--- src/rtl/seq_sqrt_ahsqr.sv ---
// Sequential approximate square root: restoring digit recurrence on
// the top K_EXACT radicand bits, one root bit per clock; the low root
// bits are filled with a midpoint pattern (or 1 for tiny nonzero inputs).
// Ports: clk, rst_n (async, active low); in_valid/in_ready/in_data
// (WIDTH-bit radicand); out_valid/out_ready/out_root (WIDTH/2 bits),
// out_rem (K_EXACT/2+1 bits, remainder of the exact part).
// Optional macro SQRT_ROUND_EN: round the exact root to nearest
// (saturating) before the result is assembled.
module seq_sqrt_ahsqr #(
    parameter int WIDTH   = 16,
    parameter int K_EXACT = 14
) (
    input  logic                 clk,
    input  logic                 rst_n,
    input  logic                 in_valid,
    output logic                 in_ready,
    input  logic [WIDTH-1:0]     in_data,
    output logic                 out_valid,
    input  logic                 out_ready,
    output logic [WIDTH/2-1:0]   out_root,
    output logic [K_EXACT/2:0]   out_rem
);

    localparam int Q_W = WIDTH / 2;
    localparam int F   = (WIDTH - K_EXACT) / 2;
    localparam int N   = K_EXACT / 2;
    localparam int RW  = N + 2;
    localparam int IW  = $clog2(N + 1);

    typedef enum logic [1:0] {
        S_IDLE,
        S_CALC,
        S_DONE
    } state_t;

    state_t             r_state;
    state_t             w_next;
    logic               w_start;
    logic               w_last;

    logic [K_EXACT-1:0] r_sh;
    logic [N-1:0]       r_q;
    logic [RW-1:0]      r_rem;
    logic [IW-1:0]      r_iter;
    logic               r_drop;
    logic [Q_W-1:0]     r_root;
    logic [N:0]         r_orem;

    logic [1:0]         w_d;
    logic [RW:0]        w_acc;
    logic [RW:0]        w_sub;
    logic [RW:0]        w_trial;
    logic               w_ok;
    logic [RW-1:0]      w_rem_n;
    logic [N-1:0]       w_q_n;
    logic [N-1:0]       w_q_f;
    logic [Q_W-1:0]     w_root;
    logic               w_drop_in;

    always_ff @(posedge clk or negedge rst_n) begin
        if (!rst_n) begin
            r_state <= S_IDLE;
        end else begin
            r_state <= w_next;
        end
    end

    always_comb begin
        w_next    = r_state;
        in_ready  = 1'b0;
        out_valid = 1'b0;
        w_start   = 1'b0;
        w_last    = 1'b0;
        unique case (r_state)
            S_IDLE: begin
                in_ready = 1'b1;
                if (in_valid) begin
                    w_start = 1'b1;
                    w_next  = S_CALC;
                end
            end
            S_CALC: begin
                if (r_iter == IW'(N - 1)) begin
                    w_last = 1'b1;
                    w_next = S_DONE;
                end
            end
            S_DONE: begin
                out_valid = 1'b1;
                if (out_ready) begin
                    w_next = S_IDLE;
                end
            end
            default: w_next = S_IDLE;
        endcase
    end

    // Restoring step. The top rem bit is provably zero; if it were
    // ever set the full-width trial could not go negative.
    assign w_d     = r_sh[K_EXACT-1 -: 2];
    assign w_acc   = {r_rem[RW-2:0], w_d};
    assign w_sub   = {1'b0, r_q, 2'b01};
    assign w_trial = w_acc - w_sub;
    assign w_ok    = ~w_trial[RW] | r_rem[RW-1];
    assign w_rem_n = w_ok ? w_trial[RW-1:0] : w_acc[RW-1:0];
    assign w_q_n   = (r_q << 1) | N'(w_ok);

`ifdef SQRT_ROUND_EN
    assign w_q_f = ((w_rem_n > RW'(w_q_n)) && (w_q_n != '1))
                 ? w_q_n + 1'b1 : w_q_n;
`else
    assign w_q_f = w_q_n;
`endif

    generate
        if (F == 0) begin : g_exact
            assign w_drop_in = 1'b0;
            assign w_root    = Q_W'(w_q_f);
        end else begin : g_approx
            logic [Q_W-1:0] w_qx;
            assign w_drop_in = |in_data[WIDTH-K_EXACT-1:0];
            assign w_qx      = Q_W'(w_q_f);
            assign w_root    = (w_q_f != '0)
                             ? ((w_qx << F) | (Q_W'(1) << (F - 1)))
                             : Q_W'(r_drop);
        end
    endgenerate

    always_ff @(posedge clk or negedge rst_n) begin
        if (!rst_n) begin
            r_sh   <= '0;
            r_q    <= '0;
            r_rem  <= '0;
            r_iter <= '0;
            r_drop <= 1'b0;
            r_root <= '0;
            r_orem <= '0;
        end else if (w_start) begin
            r_sh   <= in_data[WIDTH-1 -: K_EXACT];
            r_drop <= w_drop_in;
            r_q    <= '0;
            r_rem  <= '0;
            r_iter <= '0;
        end else if (r_state == S_CALC) begin
            r_sh   <= r_sh << 2;
            r_q    <= w_q_n;
            r_rem  <= w_rem_n;
            r_iter <= r_iter + 1'b1;
            if (w_last) begin
                r_root <= w_root;
                r_orem <= w_rem_n[N:0];
            end
        end
    end

    assign out_root = r_root;
    assign out_rem  = r_orem;

endmodule

--- config.mk ---
export PLATFORM = sky130hd
export DESIGN_NAME = seq_sqrt_ahsqr
export DESIGN_NICKNAME = d
export VERILOG_FILES = /design/src/rtl/seq_sqrt_ahsqr.sv
export SDC_FILE = /design/constraint.sdc
export NUM_CORES = 1
export LEC_CHECK = 0
export CAP_MARGIN = 20
export CORE_UTILIZATION = 55
export DETAILED_ROUTE_END_ITERATION = 12
export DONT_BUFFER_PORTS = 1
export PLACE_DENSITY_LB_ADDON = 0.08
export SLEW_MARGIN = 20
export SYNTH_ARGS = -nofsm -noshare
export SYNTH_HDL_FRONTEND = slang
export SYNTH_SLANG_ARGS = --single-unit
--- constraint.sdc ---
create_clock -name clk -period 2.6 [get_ports clk]
set_clock_uncertainty 0.1 [all_clocks]
set_input_delay 0.52 -clock clk [delete_from_list [all_inputs] [get_ports clk]]
set_output_delay 0.52 -clock clk [all_outputs]
set_load 0.01 [all_outputs]
# Word-level counts from Yosys, hierarchy flattened
# Index checks and enable logic that the tools add are counted.
# totals
word_cells,46
reg_bits,52
in_bits,20
# op_classes
eq_ne,6
n_reduce_logical,6
add_sub_neg,2
bitwise,4
mux,20
# ops
cell,count
two-way mux 14 bit,2
two-way mux 9 bit,3
two-way mux 7 bit,2
subtractor 10 x 9 -> 10 bit,1
two-way mux 8 bit,1
OR 7 x 1 -> 7 bit,1
nonzero test 7 bit,1
two-way mux 1 bit,6
two-way mux 2 bit,3
two-way mux 3 bit,2
inequality test 2 bit (second input constant),3
case mux 2 bit (3 select lines),1
AND reduction 3 bit,2
adder 3 x 1 -> 3 bit (second input constant),1
equality test 3 bit (second input constant),1
equality test 2 x 1 -> 1 bit (second input constant),1
equality test 2 bit (second input constant),1
logical NOT 2 bit,1
NOT 1 bit,2
nonzero test 2 bit,1
OR reduction 2 bit,1
OR 1 bit,1

# Logic depth before layout (Yosys ltp)
# Gate-level depths: netlist of run 1.
# logic_depth
depth_word,6
depth_mapped,9

# Least setup slack after synthesis of run 1
# No wires, ideal clock.
# synth_path
path_type,register -> register
startpoint,register r_q[1]
endpoint,register r_rem[3]
period_less_slack_ns,2.299
stages_incl_launch_ff,10
arrival_time_ns,2.067
path_slack_ns,0.301
path_buffers,1
setup_time_ns,0.132
path_cell_list,dfrtp_1 > inv_1 > ha_1 > nor3_1 > a211oi_2 > a41oi_2 > mux2i_2 > buf_6 > mux2i_1 > o21ai_1
# synth_between
elab_chain_cells,6
# synth_rtl
item,line,rtl
start: declaration,42,logic [N-1:0] r_q;
start signal: assignment,146,r_q <= w_q_n;
subtractor 10 x 9 -> 10 bit (*),103,assign w_trial = w_acc - w_sub;
NOT 1 bit,104,assign w_ok = ~w_trial[RW] | r_rem[RW-1];
OR 1 bit,104,
two-way mux 9 bit (*),105,assign w_rem_n = w_ok ? w_trial[RW-1:0] : w_acc[RW-1:0];
two-way mux 9 bit (*),144,end else if (r_state == S_CALC) begin
two-way mux 9 bit (*),138,end else if (w_start) begin
end signal: assignment,147,r_rem <= w_rem_n;
end: declaration,43,logic [RW-1:0] r_rem;
# Every way passes the cells marked *; elsewhere a longest branch is shown, timed or not. The select of a mux whose other input is x is not followed.
# A chain may end at the register's enable or synchronous reset.

# Worst setup path in the final report of run 1
# layout_path
startpoint,register r_q[0]
endpoint,register r_rem[3]
# Same word-level chain as after synthesis.

==> run_results.csv, run 1 <==
group,metric,value,unit
global_routing,grt_pass1_wl,8.500,mm
hold_path,whs_endpoint,"r_state[1]$_DFFE_PN0P_",
synthesis,ys_top_cells_by_count,"dfrtp_1 (52), nand2_1 (51), o21ai_0 (27), nand3_1 (16), inv_1 (12)",
clocking,cts.clk_slew.worst_paths,0.09,ns
finish,seq_area,0.001301,mm²
synthesis,ys_top_cells_by_area,"dfrtp_1 (52%), nand2_1 (7.7%), o21ai_0 (5.4%)",
synthesis,synth_top_cell_by_area,"dfrtp_1",
clocking,htreeDepth,2,
floorplanning,die_x,69.35,µm
sta,fmax,0.4042,GHz
power_and_ir_drop,peakVddDrop,0.6236,mV
synthesis,synth_area,0.002495,mm²
run_status,outcome,"finished, violations left",
floorplanning,die-area,0.004809,mm²
clocking,numCtsBuffers,5,
global_routing,grt_use_total,22.44,%
placement,place_congestion,0.8613,
sta,finalMaxSlewViolations,0,
synthesis,synth_top_area_share,52.16,%
critical_path,start_kind,"flip-flop",
critical_path,crit_required,2.67,ns
route,antenna_left,0,
critical_path,timing.critical_path.to_type,"flip-flop",
synthesis,synth_xor_area_share,2.808,%
critical_path,regToRegEndpoint,"r_rem[3]$_DFFE_PN0P_",
floorplanning,core_area,0.004354,mm²
global_routing,overflow,0,
hold_path,hold_class,"primary input to flip-flop",
route,drc_errors,1,
global_routing,grt_pass1_vias,1778,
route,drt_iter0_drc,92,
critical_path,crit_arrival,2.55,ns
power_and_ir_drop,p_leak,1.274,nW
synthesis,ys_async_sr_fraction,100.0,%
finish,multi_input_area,0.001102,mm²
synthesis,synth_cell_types,34,
synthesis,synthAdderAreaFrac,5.015,%
synthesis,synth_edf_count,0,
synthesis,synth_flop_cell,"dfrtp_1",
synthesis,synth_fp_nets,290,
synthesis,synth_top_family_by_area,"simple AND/OR/NAND/NOR gates",
sta,max_slew_margin,57.47,%
global_routing,antenna_found_initial,0,
hold_path,holdCritStartpoint,"out_ready",
critical_path,worstReg2RegStart,"r_q[0]$_DFFE_PN0P_",
critical_path,crit_fanout,6,
synthesis,synth-compound-area-share,14.74,%
clocking,clock-root-buffer,"clkbuf_8",
floorplanning,placement_rows,24,
route,vias_per_cell,5.652,
finish,nNetsFinal,293,
placement,io_buffers,0,
route,vias,1786,
placement,dp_hpwl,3.299,mm
placement,dp_worst_setup_slack,0.1451,ns
floorplanning,pin_count,38,
synthesis,synthCells,260,
finish,syn2layout_area_growth,9.228,%
sta,rsz0062_at_grt,"no",
critical_path,reg2reg_depth,9,
job,max-cap-violations,0,
critical_path,rrSetupSlack,0.13,ns
sta,post-route-period-util,95.15,%
synthesis,synth.most_common_cell,"dfrtp_1",
sta,setup_tns,0,ns
route,firstDrtPassIters,8,
synthesis,synthMuxAreaShare,3.862,%
critical_path,crit_type,"flip-flop to flip-flop",
synthesis,seq_area_frac_synth,52.16,%
finish,drive_gt1_share,9.848,%
synthesis,ys_warn_count,0,
sta,fin_crit,2.474,ns
clocking,cts_buffer_depth,2,
sta,setup_viol,0,
clocking,clock_sinks,52,
clocking,insertion_delay,0.30,ns
power_and_ir_drop,pwr_density_cell,1554,mW/mm²
sta,worst_pin_slew,0.6364,ns
route,wl_per_cell,15.42,µm
synthesis,synth-simple-area-share,17.35,%
clocking,tritoncts,"done",
placement,post-place-cells,305,
finish,diodes,0,
global_routing,grt_max_degree,53,
sta,fin_ws,0.1262,ns
floorplanning,die_h,69.35,µm
sta,hold_viol,0,
power_and_ir_drop,totalPowerFinal,0.004235,W
route,wl,4.873,mm
synthesis,syn_avg_cell_area,9.596,µm²
run_status,violations,"DRC",
finish,fill_cells,353,
hold_path,hold-path-cell-count,1,
floorplanning,start_util,57.30,%
synthesis,ys_ff_latch,52,
finish,instances_no_fill,316,
## kinds of logic after synthesis
logic type | count (synthesis)
AOI/OAI and AO/OA | 59
xor gates and xnor gates | 8
adders and majority gates | 10
buffers and inverters | 25
DFF | 52
muxes | 9
and+or+nand+nor | 97
## power by group
group	internal, W	switching (W)	leakage (nW)	total, W
Sequential	0.00119	0.000293	0.652	0.00148
Combinational	0.000939	0.00124	0.560	0.00218
Clock	0.000315	0.000261	0.0614	0.000576
Total	0.00244	0.00180	1.27	0.00423
## worst max path at each step
| stage | cells past startpoint | slack (ns) | endpoint | from |
|---|---|---|---|---|
| after detailed placement | 9 | 0.15 | r_rem[3]$_DFFE_PN0P_ | r_q[0]$_DFFE_PN0P_ |
| after global routing | 9 | 0.01 | r_rem[6]$_DFFE_PN0P_ | r_q[0]$_DFFE_PN0P_ |
| after CTS | 9 | 0.11 | r_rem[3]$_DFFE_PN0P_ | r_q[1]$_DFFE_PN0P_ |
| after floorplan | 9 | 0.30 | r_rem[3]$_DFFE_PN0P_ | r_q[1]$_DFFE_PN0P_ |
| final | 9 | 0.13 | r_rem[3]$_DFFE_PN0P_ | r_q[0]$_DFFE_PN0P_ |
| after global placement | 9 | 0.23 | r_rem[2]$_DFFE_PN0P_ | r_q[0]$_DFFE_PN0P_ |
## layout make-up
class / count / share of cell area (%)
sequential: 52 / 47.75
multi-input combinational: 183 / 40.45
timing repair buffer: 9 / 3.306
clock buffer: 6 / 3.030
tap: 52 / 2.388
inverter: 12 / 1.653
clock inverter: 2 / 1.423
## metal layers
metal,up-vias,GRT usage (%),routed length (µm)
met4,0,6.803,59
met1,846,29.41,2276
li1,895,-,-
met5,-,0,0
met2,39,36.14,2252
met3,6,6.541,284
## timing repair
action                                  in CTS  in global routing
endpoints found under the hold margin       52                  0
gates resized for setup                      0                  2
endpoints found under the setup margin       0                  6
buffers inserted                             0                  1
hold buffers                                 2                  0
## worst max-delay path, stage by stage, from the launching register on
cell and delay [ns]:
dfrtp_1 0.35, inv_1 0.10, ha_2 0.35, o21ai_1 0.10, a211oi_2 0.32, a41oi_2 0.17, mux2i_2 0.25, buf_4 0.21
mux2i_1 0.28, o21ai_1 0.09
## registers in the layout, summed over array words and instances, names as in the netlist
signal    count
out_rem       8
out_root      8
r_drop        1
r_iter        3
r_q           7
r_rem         9
r_sh         14
r_state       2
## placed cells by master, fill, tap and decap left out, drive strengths merged
cell type | Yosys | layout
xor2 | 3 | 3
nor2b | 3 | 3
a211oi | 1 | 1
or3 | 3 | 3
clkinv | 0 | 1
nor4 | 1 | 1
nor2 | 9 | 9
o21ai | 38 | 38
a221o | 2 | 2
o2111a | 1 | 1
a21oi | 2 | 2
nand2b | 3 | 3
nor3 | 7 | 7
inv | 12 | 12
dlygate4sd3 | 0 | 1
nand3 | 16 | 16
a21boi | 1 | 1
xnor2 | 5 | 5
nand2 | 51 | 51
clkbuf | 11 | 6
mux2i | 7 | 7
and2 | 2 | 2
mux2 | 2 | 2
o211ai | 1 | 1
ha | 10 | 10
a22oi | 10 | 10
bufinv | 0 | 1
nand4 | 2 | 2
o21a | 1 | 1
a22o | 1 | 1
a41oi | 1 | 1
buf | 2 | 8
dfrtp | 52 | 52
## metrics by stage
| stage | hold WS (ns) | utilization, % | instance area, µm² |
|---|---|---|---|
| after floorplan | 0.1244 | - | 2495 |
| after global routing | 0.2105 | 62.59 | 2725 |
| after CTS | 0.2007 | 62.18 | 2708 |
| final | 0.2083 | 62.59 | 2725 |
| after global placement | 0.1254 | 58.53 | 2549 |
| after detailed placement | 0.1254 | 58.53 | 2549 |
No activity file was read; power rests on OpenSTA's default activity.
==> run 2, diff against run 1 <==
- TNS_END_PERCENT: unset -> 1
==> results of run 2 <==
Final layout, timing and power as in run 1 (identical DEF).
